--- config.mk ---
export PLATFORM = sky130hd
export DESIGN_NAME = nibble_serial_cmp_ctrl
export DESIGN_NICKNAME = d
export VERILOG_FILES = /design/src/rtl/cmp_pkg.sv /design/src/rtl/nibble_cmp4.sv /design/src/rtl/nibble_serial_cmp_ctrl.sv
export SDC_FILE = /design/constraint.sdc
export NUM_CORES = 1
export LEC_CHECK = 0
export CORE_MARGIN = 2
export CORE_UTILIZATION = 43
export CTS_BUF_LIST = sky130_fd_sc_hd__clkbuf_8
export CTS_CLUSTER_DIAMETER = 150
export DETAILED_ROUTE_END_ITERATION = 10
export PLACE_DENSITY = 0.69
export SYNTH_ARGS = -nofsm -noshare
export SYNTH_HDL_FRONTEND = slang
export SYNTH_HIERARCHICAL = 1
export SYNTH_SLANG_ARGS = --single-unit
export TNS_END_PERCENT = 10
--- constraint.sdc ---
create_clock -name clk -period 3.8 [get_ports clk]
set_input_delay 0.38 -clock clk [delete_from_list [all_inputs] [get_ports clk]]
set_output_delay 0.38 -clock clk [all_outputs]
set_load 0.005 [all_outputs]
--- src/rtl/cmp_pkg.sv ---
// cmp_pkg: shared FSM state, nibble width and comparator result types
package cmp_pkg;
  localparam int NIB_W = 4;
  typedef enum logic [1:0] {IDLE, RUN, DONE} state_t;
  typedef struct packed {
    logic gt;
    logic lt;
    logic eq;
  } cmp_res_t;
endpackage

--- src/rtl/nibble_cmp4.sv ---
// nibble_cmp4: combinational 4-bit unsigned magnitude comparator
module nibble_cmp4
  import cmp_pkg::*;
(
  input  logic [NIB_W-1:0] a,
  input  logic [NIB_W-1:0] b,
  output cmp_res_t         r
);
  always_comb begin
    r.gt = a > b;
    r.lt = a < b;
    r.eq = a == b;
  end
endmodule

--- src/rtl/nibble_serial_cmp_ctrl.sv ---
// nibble_serial_cmp_ctrl: MSB-first nibble-serial wide comparator controller; define CMP_EARLY_EXIT_EN to stop at the first unequal nibble
module nibble_serial_cmp_ctrl
  import cmp_pkg::*;
#(
  parameter  int WIDTH = 16,
  localparam int N     = WIDTH / NIB_W,
  localparam int IDX_W = (N > 1) ? $clog2(N) : 1
) (
  input  logic             clk,
  input  logic             rst_n,
  input  logic             start,
  input  logic [WIDTH-1:0] a_in,
  input  logic [WIDTH-1:0] b_in,
  output logic             busy,
  output logic             done,
  output logic             a_gt_b,
  output logic             a_lt_b,
  output logic             a_eq_b,
  output logic [IDX_W-1:0] nib_idx
);
  state_t           state_q, state_d;
  logic [WIDTH-1:0] a_q, a_d, b_q, b_d;
  logic [IDX_W-1:0] idx_q, idx_d;
  logic             dec_q, dec_d;
  cmp_res_t         pend_q, pend_d, res_q, res_d, cur;
  logic             last;
  nibble_cmp4 u_cmp (
    .a(a_q[idx_q*NIB_W +: NIB_W]),
    .b(b_q[idx_q*NIB_W +: NIB_W]),
    .r(cur)
  );
`ifdef CMP_EARLY_EXIT_EN
  assign last = !cur.eq || idx_q == '0;
`else
  assign last = idx_q == '0;
`endif
  always_ff @(posedge clk) begin
    if (!rst_n) begin
      state_q <= IDLE;
      a_q     <= '0;
      b_q     <= '0;
      idx_q   <= '0;
      dec_q   <= 1'b0;
      pend_q  <= '0;
      res_q   <= '0;
    end else begin
      state_q <= state_d;
      a_q     <= a_d;
      b_q     <= b_d;
      idx_q   <= idx_d;
      dec_q   <= dec_d;
      pend_q  <= pend_d;
      res_q   <= res_d;
    end
  end
  always_comb begin
    state_d = state_q;
    a_d     = a_q;
    b_d     = b_q;
    idx_d   = idx_q;
    dec_d   = dec_q;
    pend_d  = pend_q;
    res_d   = res_q;
    case (state_q)
      IDLE: if (start) begin
        a_d     = a_in;
        b_d     = b_in;
        idx_d   = IDX_W'(N - 1);
        dec_d   = 1'b0;
        state_d = RUN;
      end
      RUN: begin
        if (!dec_q && !cur.eq) begin
          dec_d  = 1'b1;
          pend_d = cur;
        end
        if (last) begin
          res_d   = dec_q ? pend_q : cur;
          state_d = DONE;
        end else
          idx_d = idx_q - 1'b1;
      end
      default: state_d = IDLE;
    endcase
  end
  always_comb begin
    busy                     = state_q != IDLE;
    done                     = state_q == DONE;
    {a_gt_b, a_lt_b, a_eq_b} = res_q;
    nib_idx                  = idx_q;
  end
endmodule
### Word level (Yosys, flattened, before mapping)

Cells that the tools add are included.

| word-level totals | value |
|---|---|
| output and inout bits | 7 |
| input bits | 35 |
| flip-flop bits (word level) | 43 |
| logic and storage cells | 46 |

| cells by class | value |
|---|---|
| shift-type cells | 2 |
| $add $sub $neg | 1 |
| multiplexer cells | 10 |
| order comparisons | 2 |
| equal/unequal tests | 7 |
| reduce and logical (&&, ||, !) cells | 13 |

Operators by type and width:

| operator | count |
|---|---|
| 16-bit by 5-bit indexed part select with 4-bit output | 2 |
| 2-bit 2-to-1 mux | 4 |
| 2-bit != test (second input constant) | 4 |
| 2-bit one-hot mux with 2 select lines | 2 |
| 2-bit AND reduction | 4 |
| 3-bit AND reduction | 2 |
| 4-bit equality test | 1 |
| 4-bit greater-than comparator | 1 |
| 2-bit zero test | 2 |
| 4-bit < comparator | 1 |
| 2-bit nonzero test | 2 |
| 3-bit 2-to-1 mux | 1 |
| 2-bit by 1-bit equality test with 1-bit output (second input constant) | 1 |
| 2-bit equality test (second input constant) | 1 |
| 1-bit zero test | 2 |
| 1-bit 2-to-1 mux | 2 |
| 1-bit one-hot mux with 2 select lines | 1 |
| 2-bit by 1-bit subtractor with 2-bit output (second input constant) | 1 |
| 1-bit logical AND | 1 |

### Depth between registers and ports, before layout

Gate-level depths: netlist of the first run.

| logic depth | value |
|---|---|
| depth in word-level cells | 6 |
| depth in mapped cells | 9 |
| gate-level depth less buffers | 8 |

### By module

The synthesis of the first run kept the hierarchy.

Modules (own cells, without submodules):

| module | sequential area each (um^2) | cells each | instances | area each (um^2) |
|---|---|---|---|---|
| nibble_serial_cmp_ctrl | 860.8 | 196 | 1 | 1759.2 |
| nibble_cmp4 | 0.0 | 16 | 1 | 128.9 |

### Worst setup path after synthesis of the first run

Ideal clock, no wire load.

| path | value |
|---|---|
| path kind | register to register |
| start point | register idx_q[0], in the netlist nib_idx[0] |
| end point | register pend_q[1] (netlist name) |
| arrival | 2271 ps |
| slack | 1401 ps |
| cell stages (with the launch flop) | 9 |
| buffers on the path | 1 |
| period minus slack after synthesis | 2399 ps |
| data required time | 3672 ps |
| setup time | 128 ps |
| path through | dfxtp_1 -> buf_2 -> mux4_2 -> ha_1 -> nand2_1 -> nor2_1 -> nor4b_4 -> mux2i_1 -> nor2_1 |

RTL lines:

| item | RTL line | source |
|---|---|---|
| from (decl) | nibble_serial_cmp_ctrl.sv:23 | `logic [IDX_W-1:0] idx_q, idx_d;` |
| from (signal assigned) | nibble_serial_cmp_ctrl.sv:50 | `idx_q <= idx_d;` |
| to (signal assigned) | nibble_serial_cmp_ctrl.sv:52 | `pend_q <= pend_d;` |
| to (decl) | nibble_serial_cmp_ctrl.sv:25 | `cmp_res_t pend_q, pend_d, res_q, res_d, cur;` |

==> impl_metrics.json, run 1 <==
{
  "dpl_cell_area_sq_um": 2311,
  "worst_slew_pin_slew_ps": 1079,
  "grt_pass1_vias": 1413,
  "setup_tns_ps": 0,
  "grt_use_total_pct": 16.20,
  "start_util_pct": 43.97,
  "routedWlPerCell_microns": 12.35,
  "finalNetCount": 287,
  "synth_fa_ha_area_share_pct": 3.313,
  "fin_crit_sh_pct": 70.83,
  "cts_buffer_depth": 2,
  "r2r_cells": 7,
  "end_kind": "flip-flop",
  "grt_overflow": 0,
  "antenna_found_initial": 0,
  "synth.avg_cell_area_sq_um": 8.906,
  "final_util_pct": 56.56,
  "drt-initial-drc-count": 71,
  "drive_gt1_share_pct": 10.08,
  "grt_pass1_wl_microns": 6348,
  "status": "complete, no violations",
  "cts_tree": "done",
  "synth-seq-area-share_pct": 45.59,
  "skew_ps": 5.008,
  "finalWirelength_microns": 3704,
  "clk_latency_ps": 290,
  "coreArea_sq_um": 4294,
  "synth_mux_area_share_pct": 12.19,
  "cts_setup_buffers": 0,
  "numPortBuffers": 41,
  "required_ps": 3960,
  "die-width_microns": 70.27,
  "min_path_type": "flip-flop to flip-flop",
  "worstPathArrival_ps": 2850,
  "ir_worst_vdd_v": 0.0002252,
  "power.density_nw_per_um2": 464.8,
  "cap_violations": 0,
  "yosys.area_share.simple_pct": 20.87,
  "finalMaxSlewViolations": 0,
  "power_leakage_nw": 0.9130,
  "register_area_sq_um": 860.8,
  "clock_tree.htree_level_count": 2,
  "cts_hold_buf": 0,
  "syn_area_sq_um": 1888,
  "ios": 42,
  "syn_nets": 252,
  "hold_depth": 2,
  "clk_pin_slew_worst_paths_ps": 80,
  "post_cts_resized": 0,
  "ant_nets": 0,
  "instances_no_fill": 300,
  "place_inst": 292,
  "vias": 1482,
  "top_usage_layer": "met2",
  "numCtsBuffers": 5,
  "fmax_mhz": 371.5,
  "synth_xor_area_share_pct": 0,
  "drc": 0,
  "use_met3_pct": 4.040,
  "gp_congestion": 0.7544,
  "grtUsageMet2_pct": 26.94,
  "dieArea_sq_um": 4937,
  "period_needed_ps": 2692,
  "rsz0062_at_grt": "no",
  "syn_inst": 212,
  "ys_seq_elements": 43,
  "relSlewSlack_pct": 28.07,
  "drt-vias-per-instance": 4.940,
  "grtUsageMet1_pct": 20.69,
  "final_cell_mix": "nand2_1, dfxtp_1, clkdlybuf4s50_1, a21oi_1, nor2_1",
  "fillers": 413,
  "holdWs_ps": 439.6,
  "hold_violations": 0,
  "ys_warn_count": 6,
  "synth_compound_area_share_pct": 12.72,
  "std_cell_rows": 24,
  "grt_max_degree": 34,
  "syn_to_final_growth_pct": 28.63,
  "diodes": 0,
  "cp-start-kind": "flip-flop",
  "dpl.hpwl_microns": 2724,
  "setup_viol": 0,
  "multi_input_area_sq_um": 933.4,
  "yosysUniqueCellTypes": 25,
  "worstSetupPathType": "flip-flop to flip-flop",
  "cts_sinks": 43,
  "dr.pass1.iters": 4,
  "final_common_cell": "nand2_1",
  "cp_max_fo": 12,
  "fp.dieH_microns": 70.27,
  "fin_area_sq_um": 2429,
  "synth_top_family_by_area": "simple AND/OR/NAND/NOR gates",
  "root_buffer": "clkbuf_8"
}
## where the power goes
group	switching (mW)	leakage, nW	internal (mW)
registers	0.0343	0.353	0.486
clock network	0.151	0.0612	0.213
logic	0.109	0.499	0.136
## registers in the layout, indices dropped and copies added, names as in the netlist
signal and flops:
a_q 16, b_q 16, pend_q 3, nib_idx 2
state_q 2, a_eq_b 1, a_gt_b 1, a_lt_b 1
dec_q 1
## critical path: stages (launching register included)
cell     delay (ps)
dfxtp_1         730
mux4_2          590
ha_1            330
nand2_1         110
nor2_1          100
nor4b_4         420
mux2i_1         230
nor2_1           50
## worst paths after layout
path,from,endpoint,slack (ps)
worst min register to register,pend_q[0],pend_q[0],440
worst max register to register,nib_idx[0],pend_q[2],1110
worst min-delay path,pend_q[0],pend_q[0],440
worst max-delay path,nib_idx[0],pend_q[2],1110
## cells in the mapped netlist
master    count  share of area, %
dfxtp_1      43                46
buf_6         1              0.60
mux4_2        8               9.5
nor3b_1       1              0.40
nand2_1      67                13
ha_1          5               3.3
nor2b_4       1              0.73
inv_1         7               1.4
or2_2         1              0.33
nor4b_4       1               1.3
a221oi_1      1              0.46
nor3_1        1              0.26
buf_2         8               2.1
nor2_1       10               2.0
or3b_1        1              0.46
nor3b_2       1              0.66
clkbuf_1      6               1.2
and3b_1       1              0.46
a211oi_1      4               1.6
o21bai_4      1              0.99
nor2b_1       1              0.33
mux2i_1       5               2.7
and2_1        2              0.66
a21oi_1      33               8.7
a21oi_2       2              0.93
## layout make-up
type | instances | share of cell area (%)
clock inverter | 2 | 1.443
sequential | 43 | 35.45
tap | 52 | 2.679
clock buffer | 6 | 3.400
inverter | 7 | 1.082
multi-input combinational | 147 | 38.43
timing repair buffer | 43 | 17.52
## layer usage
metal	share of wire [%]	routed length (microns)
met1	46	1688
met2	49	1810
met3	4.1	153
met4	1.4	51
met5	0	0
## cells by family after synthesis
kind of cell | after synthesis
buf+inv | 22
compound gates | 41
simple gates | 88
mux | 13
flops | 43
fa+ha+maj | 5
## stage by stage
step,setup WS (ps),total power [mW]
2_1_floorplan,1401,0.6950
3_3_place_gp,1216,0.7703
3_5_place_dp,1104,0.7781
4_1_cts,1084,1.138
5_1_grt,919.0,1.184
6_report,1108,1.129
No activity file was read; power rests on OpenSTA's default activity.
==> inputs of run 2 (changes only) <==
==> constraint.sdc (replaced) <==
create_clock -name clk -period 2.6 [get_ports clk]
set_input_delay 0.26 -clock clk [delete_from_list [all_inputs] [get_ports clk]]
set_output_delay 0.26 -clock clk [all_outputs]
set_load 0.005 [all_outputs]
==> impl_metrics.json, run 2 (same netlist as run 1, synthesis figures left out) <==
{
  "status": "complete, no violations",
  "gp_congestion": 0.7751,
  "required_ps": 2750,
  "clock_tree.htree_level_count": 2,
  "r2r_cells": 8,
  "hold-path-endpoint": "pend_q[0]",
  "vias": 1500,
  "reg_top3": "a_q (16), b_q (16), pend_q (3)",
  "fp.dieH_microns": 70.27,
  "cts_tree": "done",
  "clk_latency_ps": 280,
  "cp_max_fo": 6,
  "dieArea_sq_um": 4937,
  "rsz0062_at_grt": "no",
  "r2r_setup_slack_ps": 250,
  "final_cell_mix": "nand2_1, dfxtp_1, clkdlybuf4s50_1, a21oi_1, nor2_1",
  "hold_violations": 0,
  "setup_tns_ps": 0,
  "cts_buffer_depth": 2,
  "finalMaxSlewViolations": 0,
  "root_buffer": "clkbuf_8",
  "min_path_type": "flip-flop to flip-flop",
  "cts_setup_buffers": 0,
  "hp-start": "pend_q[0]",
  "r2r-start": "nib_idx[0]",
  "numPortBuffers": 41,
  "period_needed_ps": 2353,
  "crit_start": "nib_idx[0]",
  "clk_pin_slew_worst_paths_ps": 70,
  "diodes": 0,
  "fmax_mhz": 424.9,
  "power_leakage_nw": 0.9125,
  "grt_pass1_vias": 1420,
  "r2r_end": "pend_q[1]",
  "grt_pass1_wl_microns": 6430,
  "worstSetupPathType": "flip-flop to flip-flop",
  "die-width_microns": 70.27,
  "cts_sinks": 43,
  "worstPathArrival_ps": 2510,
  "ir_worst_vdd_v": 0.0003517,
  "power.density_nw_per_um2": 620.1,
  "end_kind": "flip-flop",
  "post_cts_resized": 0,
  "finalWirelength_microns": 3763,
  "finalNetCount": 290,
  "relSlewSlack_pct": 64.42,
  "final_common_cell": "nand2_1",
  "drt-initial-drc-count": 87,
  "ios": 42,
  "dr.pass1.iters": 4,
  "ant_nets": 0,
  "grt_use_total_pct": 16.45,
  "grt_overflow": 0,
  "drt-vias-per-instance": 4.983,
  "std_cell_rows": 24,
  "skew_ps": 3.236,
  "routedWlPerCell_microns": 12.50,
  "cp-start-kind": "flip-flop",
  "cts_hold_buf": 0,
  "fin_crit_sh_pct": 90.51,
  "grt_max_degree": 27,
  "hold_depth": 2,
  "antenna_found_initial": 0,
  "drive_gt1_share_pct": 10.04,
  "worst_slew_pin_slew_ps": 532.6,
  "numCtsBuffers": 5,
  "holdWs_ps": 431.2,
  "start_util_pct": 43.97,
  "setup_viol": 0,
  "drc": 0,
  "syn_to_final_growth_pct": 28.10,
  "coreArea_sq_um": 4294,
  "cap_violations": 0,
  "dpl.hpwl_microns": 2934
}
## run 2: changes by cell type in the layout (fill, tap and decap cells not counted), sizes merged
cell    before  now
bufinv       1    0
clkbuf       6    5
buf          2    5
clkinv       1    0
inv          7    8
## run 2: how the worst max path moves through the flow
stage	to	cells after the start	slack, ps
finish	pend_q[1]	8	250
global route	pend_q[1]	8	120
CTS	pend_q[1]	8	240
detailed placement	pend_q[1]	8	250
global placement	pend_q[1]	8	320
floorplan	pend_q[1]	8	200
## run 2: stage by stage
stage	power, mW	setup slack [ps]	utilization, %	area (sq um)	cells
finish	1.500	246.7	56.32	2419	301
global route	1.590	120.4	56.32	2419	301
CTS	1.518	235.7	56.32	2419	301
detailed placement	1.150	251.7	54.63	2346	295
global placement	1.137	323.1	54.63	2346	295
floorplan	1.016	201.4	-	1888	212
## run 2: per-layer routing
| metal | GRT usage (%) | wire [microns] | up-vias |
|---|---|---|---|
| met5 | 0 | 0 | - |
| met3 | 4.185 | 143 | 2 |
| met1 | 20.66 | 1691 | 687 |
| li1 | - | - | 780 |
| met4 | 5.128 | 26 | 0 |
| met2 | 27.67 | 1901 | 31 |
## run 2: worst max-delay path, cell delays in order (launching register included)
cell	delay (ps)
dfxtp_1	330
buf_4	160
mux4_2	500
ha_1	320
nand2_1	110
nor2_1	110
nor4b_4	420
mux2i_1	220
nor2_1	50
## run 2: power breakdown
part | internal [mW] | switching, mW | total, mW
Combinational | 0.207 | 0.171 | 0.378
Sequential | 0.711 | 0.0416 | 0.753
Clock | 0.175 | 0.194 | 0.369
## run 2: cell type report
class	instances	area, sq um
fillers	426	1876
multi-input cells	147	933.4
flip-flops and latches	43	860.8
repair buffers	46	460.4
clock buffers	5	68.82
well taps	52	65.06
inverters	7	26.28
clock inverters	1	3.754
==> inputs of run 3 (changes only) <==
--- a/config.mk
+++ b/config.mk
@@ -11,6 +11,7 @@
 export CTS_CLUSTER_DIAMETER = 150
 export DETAILED_ROUTE_END_ITERATION = 10
 export PLACE_DENSITY = 0.69
+export RECOVER_POWER = 50
 export SYNTH_ARGS = -nofsm -noshare
 export SYNTH_HDL_FRONTEND = slang
 export SYNTH_HIERARCHICAL = 1
==> impl_metrics.json, run 3 (same netlist as run 1, synthesis figures left out) <==
{
  "dpl.hpwl_microns": 2934,
  "grt_pass1_wl_microns": 6430,
  "cts_sinks": 43,
  "p_int_mw": 1.088,
  "p_sw_mw": 0.4055,
  "pwr-share-clk_pct": 24.7,
  "grt_pass1_vias": 1420,
  "cts_buffer_depth": 2,
  "cp-start-kind": "flip-flop",
  "cap_violations": 0,
  "drc": 0,
  "diodes": 0,
  "pre_cts_slack_ps": 251.7,
  "final_util_pct": 56.06,
  "grt_overflow": 0,
  "dieArea_sq_um": 4937,
  "critical-path-max-stage-delay_ps": 500,
  "required_ps": 2750,
  "coreArea_sq_um": 4294,
  "holdWs_ps": 431.2,
  "final_cell_mix": "nand2_1, dfxtp_1, clkdlybuf4s50_1, a21oi_1, nor2_1",
  "fin_crit_sh_pct": 90.36,
  "syn_to_final_growth_pct": 27.50,
  "grt_max_degree": 27,
  "worst_slew_pin_slew_ps": 1316,
  "fillers": 427,
  "rsz0062_at_grt": "no",
  "power_leakage_nw": 0.9187,
  "worst-path-buf-inv": 1,
  "min_path_type": "flip-flop to flip-flop",
  "cp_slowest_cell": "mux4_2",
  "cts_setup_buffers": 0,
  "vias": 1507,
  "clock_tree.htree_level_count": 2,
  "clk_latency_ps": 280,
  "fin_ws_ps": 250.7,
  "start_util_pct": 43.97,
  "numPortBuffers": 41,
  "gp_congestion": 0.7751,
  "root_buffer": "clkbuf_8",
  "swShare_pct": 27.14,
  "critPathMostFrequentCell": "nor2_1",
  "fp.dieH_microns": 70.27,
  "skew_ps": 2.992,
  "power.density_nw_per_um2": 620.6,
  "dr.pass1.iters": 4,
  "ir_worst_vdd_v": 0.0003516,
  "numCtsBuffers": 5,
  "std_cell_rows": 24,
  "register_area_sq_um": 860.8,
  "drive_gt1_share_pct": 9.639,
  "worstSetupPathType": "flip-flop to flip-flop",
  "drt-vias-per-instance": 5.007,
  "period_needed_ps": 2349,
  "cts_tree": "done",
  "path_cells": "buf_4 -> mux4_2 -> ha_1 -> nand2_1 -> nor2_1 -> nor4b_4 -> mux2i_1 -> nor2_1",
  "routedWlPerCell_microns": 12.50,
  "setup_viol": 0,
  "place_inst": 295,
  "finalNetCount": 290,
  "post_cts_resized": 0,
  "final_common_cell": "nand2_1",
  "hold_violations": 0,
  "fin_area_sq_um": 2407,
  "clk_pin_slew_worst_paths_ps": 70,
  "reg_top3": "a_q (16), b_q (16), pend_q (3)",
  "cp_top_family": "multiplexers",
  "cp_max_fo": 6,
  "instances_no_fill": 301,
  "worstPathArrival_ps": 2500,
  "grt_use_total_pct": 16.45,
  "finalMaxSlewViolations": 0,
  "dpl_cell_area_sq_um": 2346,
  "fmax_mhz": 425.7,
  "antenna_found_initial": 0,
  "finalWirelength_microns": 3763,
  "die-width_microns": 70.27,
  "cts_hold_buf": 0,
  "ant_nets": 0,
  "multi_input_area_sq_um": 922.1,
  "end_kind": "flip-flop",
  "ios": 42,
  "status": "complete, no violations",
  "relSlewSlack_pct": 12.09,
  "setup_tns_ps": 0,
  "p_comb_share_pct": 25.0,
  "share_seq_of_total_power_pct": 50.3,
  "drt-initial-drc-count": 110,
  "power_mw": 1.494
}
[run 3: worst paths after layout]
kind	slack [ps]	cells after the start	endpoint	from
min	430	2	pend_q[0]	pend_q[0]
max reg2reg	250	8	pend_q[1]	nib_idx[0]
min reg2reg	430	2	pend_q[0]	pend_q[0]
max	250	8	pend_q[1]	nib_idx[0]
[run 3: per-layer routing]
metal,vias to the layer above,GRT usage [%],routed length (microns)
li1,784,-,-
met1,690,20.66,1685
met2,31,27.67,1904
met3,2,4.185,146
met4,0,5.128,26
met5,-,0,0
[run 3: cell type report]
cell class              instances  area share, %
multi-input cells             147          38.31
repair buffers                 46          19.13
inverters                       7          1.091
well taps                      52          2.703
clock inverters                 1         0.1559
clock buffers                   5          2.859
flip-flops and latches         43          35.76
[run 3: worst register-to-register path, delay by kind of cell (launching register included)]
family | cells | cell delay (ps)
adder cells (fa/ha/maj) | 1 | 320
multiplexers | 2 | 730
buffers and inverters | 1 | 160
flip-flops | 1 | 330
AND/OR/NAND/NOR | 4 | 690
[run 3: power groups by stage]
| stage | logic (mW) | registers, mW | clock network [mW] |
|---|---|---|---|
| 6_report | 0.374 | 0.751 | 0.369 |
| 5_1_grt | 0.414 | 0.758 | 0.412 |
| 4_1_cts | 0.382 | 0.754 | 0.382 |
| 3_5_place_dp | 0.382 | 0.769 | 0 |
| 3_3_place_gp | 0.370 | 0.766 | 0 |
| 2_1_floorplan | 0.268 | 0.747 | 0 |
